<file path="src/rtl/bus_arbiter.sv">
// Two-master arbiter for the shared 16-bit address / 8-bit data system bus.
// It sequences each transfer through IDLE, ACCESS and DONE, with wait states, slave ready, locked bursts and a timeout.
module bus_arbiter #(
    parameter int WAIT_STATES    = 1,
    parameter int FIXED_PRIORITY = 0,
    parameter int TIMEOUT        = 15
) (
    input  logic        clk,
    input  logic        reset,
    input  logic        m0_req,
    input  logic [15:0] m0_addr,
    input  logic [7:0]  m0_wdata,
    input  logic        m0_we,
    input  logic        m0_lock,
    output logic        m0_ack,
    output logic [7:0]  m0_rdata,
    input  logic        m1_req,
    input  logic [15:0] m1_addr,
    input  logic [7:0]  m1_wdata,
    input  logic        m1_we,
    input  logic        m1_lock,
    output logic        m1_ack,
    output logic [7:0]  m1_rdata,
    output logic [15:0] bus_addr,
    output logic [7:0]  bus_wdata,
    input  logic [7:0]  bus_rdata,
    output logic        bus_read,
    output logic        bus_write,
    input  logic        bus_ready,
    output logic        owner,
    output logic        err
);
    localparam int CW = $clog2(TIMEOUT + 1);
    localparam logic [CW-1:0] WS_MIN  = CW'(WAIT_STATES);
    localparam logic [CW-1:0] TO_LAST = CW'(TIMEOUT - 1);

    typedef enum logic [1:0] {IDLE, ACCESS, DONE} state_t;

    typedef struct packed {
        logic [15:0] addr;
        logic [7:0]  wdata;
        logic        we;
        logic        lock;
    } mreq_t;

    state_t          state;
    logic [CW-1:0]   cnt;
    logic            lock_flag;
    logic            rr_ptr;
    logic            we_q;
    logic            win;
    logic [1:0]      req;
    logic [1:0]      ack;
    logic [1:0][7:0] rdata;
    mreq_t [1:0]     mreq;

    assign req     = {m1_req, m0_req};
    assign mreq[0] = '{addr: m0_addr, wdata: m0_wdata, we: m0_we, lock: m0_lock};
    assign mreq[1] = '{addr: m1_addr, wdata: m1_wdata, we: m1_we, lock: m1_lock};

    assign m0_ack   = ack[0];
    assign m1_ack   = ack[1];
    assign m0_rdata = rdata[0];
    assign m1_rdata = rdata[1];

    // A stale lock, where the owner has dropped req, falls through to normal arbitration in the same cycle.
    always_comb begin
        win = 1'b0;
        if (lock_flag && req[owner])
            win = owner;
        else if (FIXED_PRIORITY != 0)
            win = ~req[0];
        else if (req[rr_ptr])
            win = rr_ptr;
        else
            win = ~rr_ptr;
    end

    always_ff @(posedge clk or posedge reset) begin
        if (reset) begin
            state     <= IDLE;
            cnt       <= '0;
            lock_flag <= 1'b0;
            rr_ptr    <= 1'b0;
            we_q      <= 1'b0;
            owner     <= 1'b0;
            bus_addr  <= '0;
            bus_wdata <= '0;
            bus_read  <= 1'b0;
            bus_write <= 1'b0;
            ack       <= '0;
            rdata     <= '0;
            err       <= 1'b0;
        end else begin
            ack <= '0;
            err <= 1'b0;
            unique case (state)
                IDLE: begin
                    if (|req) begin
                        owner     <= win;
                        lock_flag <= mreq[win].lock;
                        bus_addr  <= mreq[win].addr;
                        bus_wdata <= mreq[win].wdata;
                        we_q      <= mreq[win].we;
                        bus_read  <= ~mreq[win].we;
                        bus_write <= mreq[win].we;
                        cnt       <= '0;
                        state     <= ACCESS;
                    end else if (lock_flag && !req[owner]) begin
                        lock_flag <= 1'b0;
                    end
                end
                ACCESS: begin
                    // Normal completion takes precedence over the timeout on the last allowed cycle.
                    if (cnt >= WS_MIN && bus_ready) begin
                        bus_read   <= 1'b0;
                        bus_write  <= 1'b0;
                        ack[owner] <= 1'b1;
                        if (!we_q)
                            rdata[owner] <= bus_rdata;
                        state <= DONE;
                    end else if (cnt == TO_LAST) begin
                        bus_read   <= 1'b0;
                        bus_write  <= 1'b0;
                        ack[owner] <= 1'b1;
                        err        <= 1'b1;
                        if (!we_q)
                            rdata[owner] <= 8'hFF;
                        state <= DONE;
                    end else begin
                        cnt <= cnt + 1'b1;
                    end
                end
                DONE: begin
                    rr_ptr <= ~owner;
                    state  <= IDLE;
                end
                default: state <= IDLE;
            endcase
        end
    end
endmodule

</file>
<file path="config.mk">
export PLATFORM = sky130hd
export DESIGN_NAME = bus_arbiter
export DESIGN_NICKNAME = d
export VERILOG_FILES = /design/src/rtl/bus_arbiter.sv
export SDC_FILE = /design/constraint.sdc
export NUM_CORES = 1
export LEC_CHECK = 0
export BUFFER_PORTS_ARGS = -buffer_cell sky130_fd_sc_hd__buf_2
export CAP_MARGIN = 20
export CORE_MARGIN = 5
export CORE_UTILIZATION = 42
export DETAILED_ROUTE_END_ITERATION = 7
export PLACE_DENSITY_LB_ADDON = 0.05
export SYNTH_ARGS = -nofsm -noshare
export SYNTH_HDL_FRONTEND = slang
export SYNTH_SLANG_ARGS = --single-unit
</file>
<file path="constraint.sdc">
create_clock -name clk -period 1.84 [get_ports clk]
set_input_delay 0.276 -clock clk [delete_from_list [all_inputs] [get_ports clk]]
set_output_delay 0.276 -clock clk [all_outputs]
set_load 0.005 [all_outputs]
</file>
==> summary.md, run 1 <==
| Metric | Value |
|---|---|
| Part of the power in the clock network | `0.160` |
| Power Dens Cells | `1580 nW/µm²` |
| Die height | `86.8 µm` |
| Cell Rows | `28` |
| Final hold slack | `0.236 ns` |
| Initial core utilization | `0.426` |
| CTS tree | `built` |
| Number of global-route vias before repair | `2,107` |
| Clock Path Buffers | `2` |
| P_sw | `0.00208 W` |
| Post-synthesis cell type count | `31` |
| Ys Warns | `0` |
| Pre-Repair DR Iteration Count | `4` |
| Cells along the critical path | `buf_6, ha_4, or3b_4, buf_6, a221oi_4, buf_4, buf_6, nand2_4, o31ai_4` |
| Post-synth top flop | `dfrtp_1` |
| Worst vdd ir | `0.000705 V` |
| Worst-path fanout max | `3` |
| Total Wirelength | `5.94 mm` |
| Critical Path Start Type | `flop` |
| Pin count of the biggest net entering global routing | `54` |
| Setup-failing EPs final | `21` |
| Hold WC Path Type | `input pin to flop` |
| Worst setup margin | `-0.157 ns` |
| Post-synthesis sequential area ratio | `0.555` |
| Starting DRT DRC Count | `42` |
| Total track usage | `0.163` |
| Syn nets | `293` |
| Gr ovfl total | `0` |
| # clock sinks | `55` |
| Synth top area share | `0.555` |
| CP required | `2.05 ns` |
| IO buf count | `110` |
| CP dominant cell by count | `buf_6` |
| Synth area leader | `dfrtp_1` |
| Share of cells above drive strength 1 | `0.500` |
| #FFs+latches synth | `55` |
| Hold Path Cell Cnt | `3` |
| Routed vias | `2,050` |
| CTS clk-pin slew, worst paths | `0.10 ns` |
| Max-slew violation count | `0` |
| First-pass GRT wire length | `9.89 mm` |
| FMAX | `501 MHz` |
| Synth async-reset ratio | `1.00` |
| Core area | `5820 µm²` |
| R2r worst-path depth | `9` |
| Relative slew slack | `0.706` |
| Top cells by area, synth | `dfrtp_1, mux2i_1, o21ai_0` |
| Largest stage delay on the critical path | `0.41 ns` |
| Layout Cells excl Fill | `433` |
| Syn_area_per_cell | `11.1 µm²` |
| DP HPWL | `4.42 mm` |
| Setup CP Type | `flop to flop` |
| TNS Setup | `-1.54 ns` |
| Critical Path AT | `2.20 ns` |
| Final GP Congestion | `0.741` |
| Die area | `7540 µm²` |
| Routed WL per cell | `13.7 µm` |
| Post-Syn Area | `2480 µm²` |
| Max cap viols | `0` |
| Worst Tran Pin Value | `0.440 ns` |
| Top-count cell post-synth | `dfrtp_1` |
| DRT antenna net count | `0` |
| Post-layout min period | `2.00 ns` |
| Filler instances | `518` |
| H-tree Lvls | `2` |
| Inserted Clock Buffers | `5` |
| Worst setup EP type | `flop` |
| Period utilization | `1.09` |
| Nets | `426` |
| Post-Place Cells | `417` |
| Cell leakage power | `1.86 nW` |
| DR DRC count | `0` |
| P_int | `0.00376 W` |
| Final Power | `0.00583 W` |
| Commonest cells in the netlist | `dfrtp_1, mux2i_1, nand2_1, o21ai_0, nor2_1` |
| Initial antenna violation count | `0` |
| Worst slack, placed | `-0.221 ns` |
| Fin. Hold Viols | `0` |
| Clk_skew | `0.0104 ns` |
| RSZ-0062 raised after global routing | `true` |
| CTS root buffer | `clkbuf_8` |
| Sequential Power Share | `0.354` |
| Violated checks | `negative setup slack` |
| Status | `complete, but fails checks` |
| Via/cell ratio | `4.73` |
| Mapped Cells | `224` |
| Slowest-stage cell, CP | `dfrtp_1` |
| Clock latency on the worst-skew pair | `0.31 ns` |
| Synth-to-layout area growth | `48.8%` |
| # IOs | `111` |
| Diodes inserted | `0` |
| Logic gate share of total power | `0.486` |
| Sw Share | `0.356` |
| EDFF count, synth | `0` |
| Die X | `86.8 µm` |
[power groups by stage]
stage | logic (W) | registers (W) | clock network (W)
after floorplan | 0.00120 | 0.00211 | 0
after global placement | 0.00230 | 0.00206 | 0
after detailed placement | 0.00234 | 0.00205 | 0
after CTS | 0.00257 | 0.00205 | 0.000968
after global routing | 0.00317 | 0.00215 | 0.00101
final | 0.00283 | 0.00206 | 0.000935
[final timing paths]
kind | start | to | slack, ns
setup / recovery | cnt[0] | cnt[1] | -0.16
hold / removal | bus_rdata[4] | m0_rdata[4] | 0.24
setup reg to reg | cnt[0] | cnt[1] | -0.16
hold reg to reg | bus_addr[4] | bus_addr[4] | 0.48
max in group asynchronous | reset | m0_rdata[0] | 0.73
min in group asynchronous | reset | bus_wdata[2] | 0.51
[area by class of cell]
class | instances | area (µm²) | share of cell area
multi-input combinational | 147 | 1220 | 0.331
clock buffer | 6 | 72.6 | 0.0197
timing repair buffer | 137 | 821 | 0.223
sequential | 55 | 1380 | 0.373
inverter | 11 | 43.8 | 0.0119
clock inverter | 2 | 60.1 | 0.0163
tap | 75 | 93.8 | 0.0254
[layer usage]
layer / vias to the layer above / share of wire / global-route usage
met5: - / 0 / 0
met4: 0 / 0.0042 / 0.0439
met3: 2 / 0.083 / 0.0513
met2: 69 / 0.49 / 0.259
met1: 940 / 0.43 / 0.216
li1: 1039 / - / -
[sequential cells by signal (all words and copies together) (netlist names)]
| register | cells |
|---|---|
| bus_addr | 16 |
| ack | 2 |
| m0_rdata | 8 |
| owner | 1 |
| we_q | 1 |
| err | 1 |
| cnt | 4 |
| bus_wdata | 8 |
| m1_rdata | 8 |
| bus_read | 1 |
| state | 2 |
| bus_write | 1 |
| rr_ptr | 1 |
| lock_flag | 1 |
[worst max-delay path, delay by kind of cell (launching register included)]
| family | cells | cell delay [ns] |
|---|---|---|
| buffers and inverters | 4 | 0.55 |
| AND/OR/NAND/NOR | 2 | 0.43 |
| flip-flops | 1 | 0.41 |
| AO/OA/AOI/OAI | 2 | 0.37 |
| adder cells (fa/ha/maj) | 1 | 0.14 |
[repair_timing]
item,CTS,global route
endpoints found under the setup margin,21,24
hold buffers,1,0
pin swaps,5,11
resized for setup,22,29
hold endpoints to repair,18,0
buffers inserted,4,3
[layout by cell type (no fill, tap or decap), types with 2 or more instances in the layout]
cell type | netlist | routed
buf_12 | 0 | 4
buf_2 | 1 | 110
buf_4 | 4 | 18
buf_6 | 1 | 4
bufinv_16 | 0 | 2
clkbuf_8 | 0 | 5
dfrtp_1 | 55 | 55
ha_1 | 4 | 2
ha_4 | 0 | 2
inv_1 | 11 | 8
inv_2 | 0 | 2
mux2i_1 | 37 | 37
nand2_1 | 35 | 33
nand2b_1 | 2 | 2
nor2_1 | 13 | 4
nor2_4 | 0 | 9
o21ai_0 | 28 | 27
o21ai_4 | 0 | 2
o2bb2ai_1 | 9 | 2
o2bb2ai_2 | 0 | 7
or4_4 | 0 | 2
[kinds of logic (layout without fill, tap and decap cells)]
logic type	count (synthesis)	count (layout)	share of synthesized area
AOI/OAI and AO/OA	47	47	0.127
adders and majority gates	4	4	0.0202
buffers and inverters	22	156	0.0429
DFF	55	55	0.555
muxes	37	37	0.149
and+or+nand+nor	59	59	0.105
[metrics by stage]
stage / util / area [µm²]
2_1_floorplan: - / 2480
6_report: 0.634 / 3690
3_5_place_dp: 0.563 / 3270
3_3_place_gp: 0.562 / 3270
5_1_grt: 0.634 / 3690
4_1_cts: 0.608 / 3540
Power figures use the tool's default switching activity.
==> inputs of run 2 (changes only) <==
- CORE_UTILIZATION: 42 -> 35
==> run 2 against run 1 <==
Compared with the run above: the flow finishes with violations (negative hold slack); clock power fell by 13%; hold slack lost 0.24 ns; utilization down 13 points; via count is 3.7% lower; total power decreased by 9.3%; routed wire length is essentially flat; non-clock buffer count fell by 13; fmax increased by 9.7%; clock-buffer cell count fell by 1; die area up 18%.
==> summary.md, run 2 (synthesis gave the netlist of run 1 again) <==
| Metric | Value |
|---|---|
| R2r worst-path depth | `6` |
| Final Power | `0.00529 W` |
| Hold WC Path Type | `input pin to async pin` |
| Fin. Hold Viols | `1` |
| Clock latency on the worst-skew pair | `0.31 ns` |
| Critical Path AT | `2.02 ns` |
| Period utilization | `0.989` |
| Post-layout min period | `1.82 ns` |
| Max-slew violation count | `0` |
| RSZ-0062 raised after global routing | `true` |
| Clock Path Buffers | `2` |
| DRT antenna net count | `0` |
| Critical Path Start Type | `flop` |
| R2r endpoint | `m1_rdata[7]` |
| Die height | `94.2 µm` |
| Post-Place Cells | `431` |
| Final GP Congestion | `0.738` |
| Cell leakage power | `1.76 nW` |
| Power Dens Cells | `1530 nW/µm²` |
| Worst Tran Pin Value | `0.343 ns` |
| CTS tree | `built` |
| Pin count of the biggest net entering global routing | `56` |
| Worst setup margin | `0.0204 ns` |
| Filler instances | `668` |
| Total Wirelength | `5.94 mm` |
| DR DRC count | `0` |
| Nets | `413` |
| Core area | `6830 µm²` |
| Inserted Clock Buffers | `5` |
| Setup CP Type | `flop to flop` |
| Worst setup EP type | `flop` |
| Violated checks | `negative hold slack` |
| FMAX | `550 MHz` |
| Worst slack, placed | `-0.0570 ns` |
| # clock sinks | `55` |
| Die area | `8870 µm²` |
| Cell Rows | `30` |
| Synth-to-layout area growth | `39.4%` |
| Starting DRT DRC Count | `73` |
| Largest register FFs | `16` |
| First-pass GRT wire length | `9.23 mm` |
| Total track usage | `0.132` |
| CTS Hold Bufs | `0` |
| Relative slew slack | `0.765` |
| Pre-Repair DR Iteration Count | `4` |
| H-tree Lvls | `2` |
| Die X | `94.2 µm` |
| Max cap viols | `0` |
| Gr ovfl total | `0` |
| Via/cell ratio | `4.48` |
| DP HPWL | `4.51 mm` |
| CTS clk-pin slew, worst paths | `0.10 ns` |
| CTS root buffer | `clkbuf_8` |
| Most common cell after layout, fill and taps aside | `buf_2` |
| IO buf count | `110` |
| Number of global-route vias before repair | `1,918` |
| Status | `complete, but fails checks` |
| Register area | `1380 µm²` |
| Initial core utilization | `0.363` |
| Share of cells above drive strength 1 | `0.449` |
| Layout Cells excl Fill | `441` |
| Worst vdd ir | `0.000520 V` |
| RR Startpoint | `cnt[0]` |
| Clk_skew | `0.00865 ns` |
| Most frequent cells in the layout | `buf_2, dfrtp_1, mux2i_1` |
| Routed WL per cell | `13.5 µm` |
| Initial antenna violation count | `0` |
| Routed vias | `1,975` |
| Setup-failing EPs final | `0` |
| Biggest register | `bus_addr` |
| # IOs | `111` |
| CP required | `2.04 ns` |
| R2R Setup Slk | `0.02 ns` |
| Worst-path fanout max | `5` |
| Multi-input gate area | `1110 µm²` |
| Final hold slack | `-0.000836 ns` |
| Diodes inserted | `0` |
==> run 2: changes by cell type in the layout (fill, tap and decap cells not counted), moves of 2 or more <==
| cell | change |
|---|---|
| nor2_1 | +8 |
| nor2_4 | -8 |
| buf_4 | -7 |
| buf_6 | -4 |
| ha_2 | +2 |
| nand2_1 | +2 |
| o2bb2ai_1 | +2 |
| o2bb2ai_2 | -2 |
==> run 2: metal layers <==
layer / part of all wire / vias to the layer above / track usage
met5: 0 / - / 0
met2: 0.46 / 75 / 0.206
met4: 0.011 / 0 / 0.0397
li1: - / 1008 / -
met3: 0.080 / 7 / 0.0433
met1: 0.45 / 885 / 0.174
==> run 2: worst max-delay path by stage <==
stage	start	to
finish	cnt[0]	m1_rdata[7]
global route	cnt[0]	m1_rdata[3]
CTS	cnt[0]	m1_rdata[3]
detailed placement	cnt[0]	m0_rdata[1]
global placement	cnt[0]	cnt[3]
floorplan	cnt[0]	cnt[3]
==> run 2: through the flow <==
step	instance area [µm²]	hold WS [ns]	util	TNS [ns]
final	3460	-0.000836	0.506	0
after global routing	3460	0.0138	0.506	-0.507
after CTS	3380	0.00653	0.494	0
after detailed placement	3250	0.358	0.475	-0.420
after global placement	3250	0.354	0.475	0
after floorplan	2480	0.435	-	0
==> run 2: worst max-delay path, cell delays in order, from the launching register on <==
cell and delay (ns):
dfrtp_1 0.43, ha_2 0.19, or3b_4 0.43, a22oi_2 0.30, nor4b_4 0.09, buf_4 0.18, mux2i_1 0.11
==> run 2: timing repair <==
| action | in CTS | in global routing |
|---|---|---|
| buffers inserted | 1 | 1 |
| endpoints found under the setup margin | 11 | 21 |
| pin swaps | 2 | 10 |
| gates resized for setup | 2 | 15 |
==> run 2: power breakdown <==
part	internal, W	switching [W]	total [W]
registers	0.00176	0.000313	0.00207
clock network	0.000410	0.000407	0.000817
logic	0.00118	0.00122	0.00240
total	0.00335	0.00194	0.00529
==> run 2: final cells by class <==
cell class | instances | area share
Clock inverter | 3 | 0.0134
Multi-Input combinational cell | 147 | 0.321
Tap cell | 96 | 0.0348
Clock buffer | 5 | 0.0199
Sequential cell | 55 | 0.398
Timing Repair Buffer | 124 | 0.201
Inverter | 11 | 0.0119
==> inputs of run 3 (changes only) <==
- ABC_AREA: not set -> 1
==> run 3 against run 2 <==
Compared with the run above: the run still ends with negative hold slack left; highest routed layer unchanged; largest power group unchanged; global-route usage grew 2.2 points; critical path depth grew 4; clock power grew 15%; critical path type unchanged; utilization shrank 4.9 points.
==> summary.md, run 3 <==
| Metric | Value |
|---|---|
| Ys Warns | `0` |
| Power Dens Cells | `1530 nW/µm²` |
| Biggest register | `bus_addr` |
| CTS root buffer | `clkbuf_8` |
| H-tree Lvls | `2` |
| Cell Rows | `33` |
| Clk_skew | `0.00458 ns` |
| Sequential Power Share | `0.376` |
| Final hold slack | `-0.00444 ns` |
| Logic gate share of total power | `0.458` |
| Final GP Congestion | `0.818` |
| # IOs | `111` |
| Hold WC Path Type | `input pin to async pin` |
| Setup-failing EPs final | `0` |
| CTS tree | `built` |
| Initial core utilization | `0.356` |
| EDFF count, synth | `0` |
| Core area | `8130 µm²` |
| Mapped Cells | `377` |
| Worst Tran Pin Value | `0.514 ns` |
| P_sw | `0.00234 W` |
| Post-synthesis sequential area ratio | `0.476` |
| Die height | `101 µm` |
| Relative slew slack | `0.657` |
| Worst slack, placed | `0.173 ns` |
| RSZ-0062 raised after global routing | `false` |
| # clock sinks | `55` |
| Post-synth top flop | `dfrtp_1` |
| Worst-path fanout max | `8` |
| Top cells by area, synth | `dfrtp_1, nand2_1, nand3_1` |
| Via/cell ratio | `4.51` |
| Cell leakage power | `2.21 nW` |
| TNS Setup | `0 ns` |
| Inserted Clock Buffers | `5` |
| Pin count of the biggest net entering global routing | `56` |
| First-pass GRT wire length | `12.7 mm` |
| Post-layout min period | `1.58 ns` |
| Commonest cells in the netlist | `nand2_1, nand3_1, inv_1, dfrtp_1, nand4_1` |
| Share of cells above drive strength 1 | `0.287` |
| Post-synthesis cell type count | `28` |
| DP HPWL | `5.57 mm` |
| Worst vdd ir | `0.000556 V` |
| Pre-Repair DR Iteration Count | `4` |
| Max-slew violation count | `0` |
| Gr ovfl total | `0` |
| Post-Syn Area | `2890 µm²` |
| Critical Path Start Type | `flop` |
| Synth top area share | `0.476` |
| Routed WL per cell | `12.9 µm` |
| Worst setup margin | `0.262 ns` |
| Max cap viols | `0` |
| IO buf count | `110` |
| P_int | `0.00335 W` |
| Total Wirelength | `7.66 mm` |
| Status | `complete, but fails checks` |
| Most common cell after layout, fill and taps aside | `nand2_1` |
| Critical Path AT | `1.78 ns` |
| #FFs+latches synth | `55` |
| Nets | `559` |
| R2r worst-path depth | `10` |
| Routed vias | `2,685` |
| Most frequent cells in the layout | `nand2_1, buf_2, nand3_1` |
| Syn_area_per_cell | `7.67 µm²` |
| Clock latency on the worst-skew pair | `0.30 ns` |
| CTS clk-pin slew, worst paths | `0.10 ns` |
| Synth area leader | `dfrtp_1` |
| DR DRC count | `0` |
| Syn nets | `446` |
| Violated checks | `negative hold slack` |
| Diodes inserted | `0` |
| DRT antenna net count | `0` |
| Resize count post-CTS | `0` |
| Synth-to-layout area growth | `28.4%` |
| Clock Path Buffers | `2` |
| FMAX | `634 MHz` |
| Setup CP Type | `flop to flop` |
| Total track usage | `0.155` |
| Die area | `10,200 µm²` |
| Top-count cell post-synth | `nand2_1` |
| Starting DRT DRC Count | `115` |
| Number of global-route vias before repair | `2,674` |
| Largest register FFs | `16` |
| Part of the power in the clock network | `0.166` |
| Die X | `101 µm` |
| Synth async-reset ratio | `1.00` |
| Worst setup EP type | `flop` |
| CP required | `2.05 ns` |
| Sw Share | `0.411` |
| Initial antenna violation count | `0` |
| Fin. Hold Viols | `3` |
| Period utilization | `0.858` |
## run 3: metrics by stage
step | util | std cells | total power, W | cell area (µm²)
3_5_place_dp | 0.439 | 587 | 0.00482 | 3570
6_report | 0.457 | 596 | 0.00569 | 3710
4_1_cts | 0.456 | 595 | 0.00579 | 3710
2_1_floorplan | - | 377 | 0.00377 | 2890
5_1_grt | 0.457 | 596 | 0.00626 | 3710
3_3_place_gp | 0.439 | 587 | 0.00480 | 3570
## run 3: final cells by class
cell class	count	area (µm²)
clock buffers	5	68.8
clock inverters	3	67.6
fillers	871	4420
inverters	63	236
multi-input cells	242	1170
flip-flops and latches	55	1380
well taps	105	131
repair buffers	123	661
## run 3: path summary, 6_finish.rpt
path | startpoint | end | slack (ns)
max | cnt[0] | m1_rdata[5] | 0.26
min | reset | bus_addr[11] | -0.004
max reg2reg | cnt[0] | m1_rdata[5] | 0.26
min reg2reg | m1_rdata[4] | m1_rdata[4] | 0.47
max in group asynchronous | reset | bus_addr[4] | 1.58
min in group clk | m0_wdata[5] | bus_wdata[5] | 0.26
## run 3: kinds of logic after synthesis
logic type,Yosys count,share of synthesized area
buffers and inverters,80,0.120
XOR/XNOR,2,0.00606
flip-flops,55,0.476
AO/OA/AOI/OAI,11,0.0290
AND/OR/NAND/NOR,225,0.352
adder cells (fa/ha/maj),4,0.0173
## run 3: metal layers
metal / global-route usage / routed length [µm] / vias to the layer above
li1: - / - / 1409
met1: 0.201 / 3460 / 1187
met4: 0.0348 / 68 / 0
met5: 0 / 0 / -
met2: 0.264 / 3620 / 83
met3: 0.0325 / 517 / 6
## run 3: what timing repair did
action | in CTS | in global routing
buffers inserted | 0 | 1
setup endpoints to repair | 0 | 4
hold buffers | 0 | 0
## run 3: power groups by stage
stage	sequential, W	combinational (W)	clock, W
detailed placement	0.00216	0.00267	0
global route	0.00222	0.00301	0.00103
global placement	0.00216	0.00264	0
CTS	0.00215	0.00267	0.000984
floorplan	0.00216	0.00160	0
finish	0.00214	0.00261	0.000943
## run 3: worst max-delay path, cell delays in order (launching register included)
cell and delay, ns:
dfrtp_1 0.44, inv_1 0.09, ha_1 0.19, inv_1 0.05, nor2_1 0.04, nand2_2 0.06
nand3_1 0.06, nand2_1 0.13, nand3_1 0.25, nand2_1 0.13, nand2_1 0.05
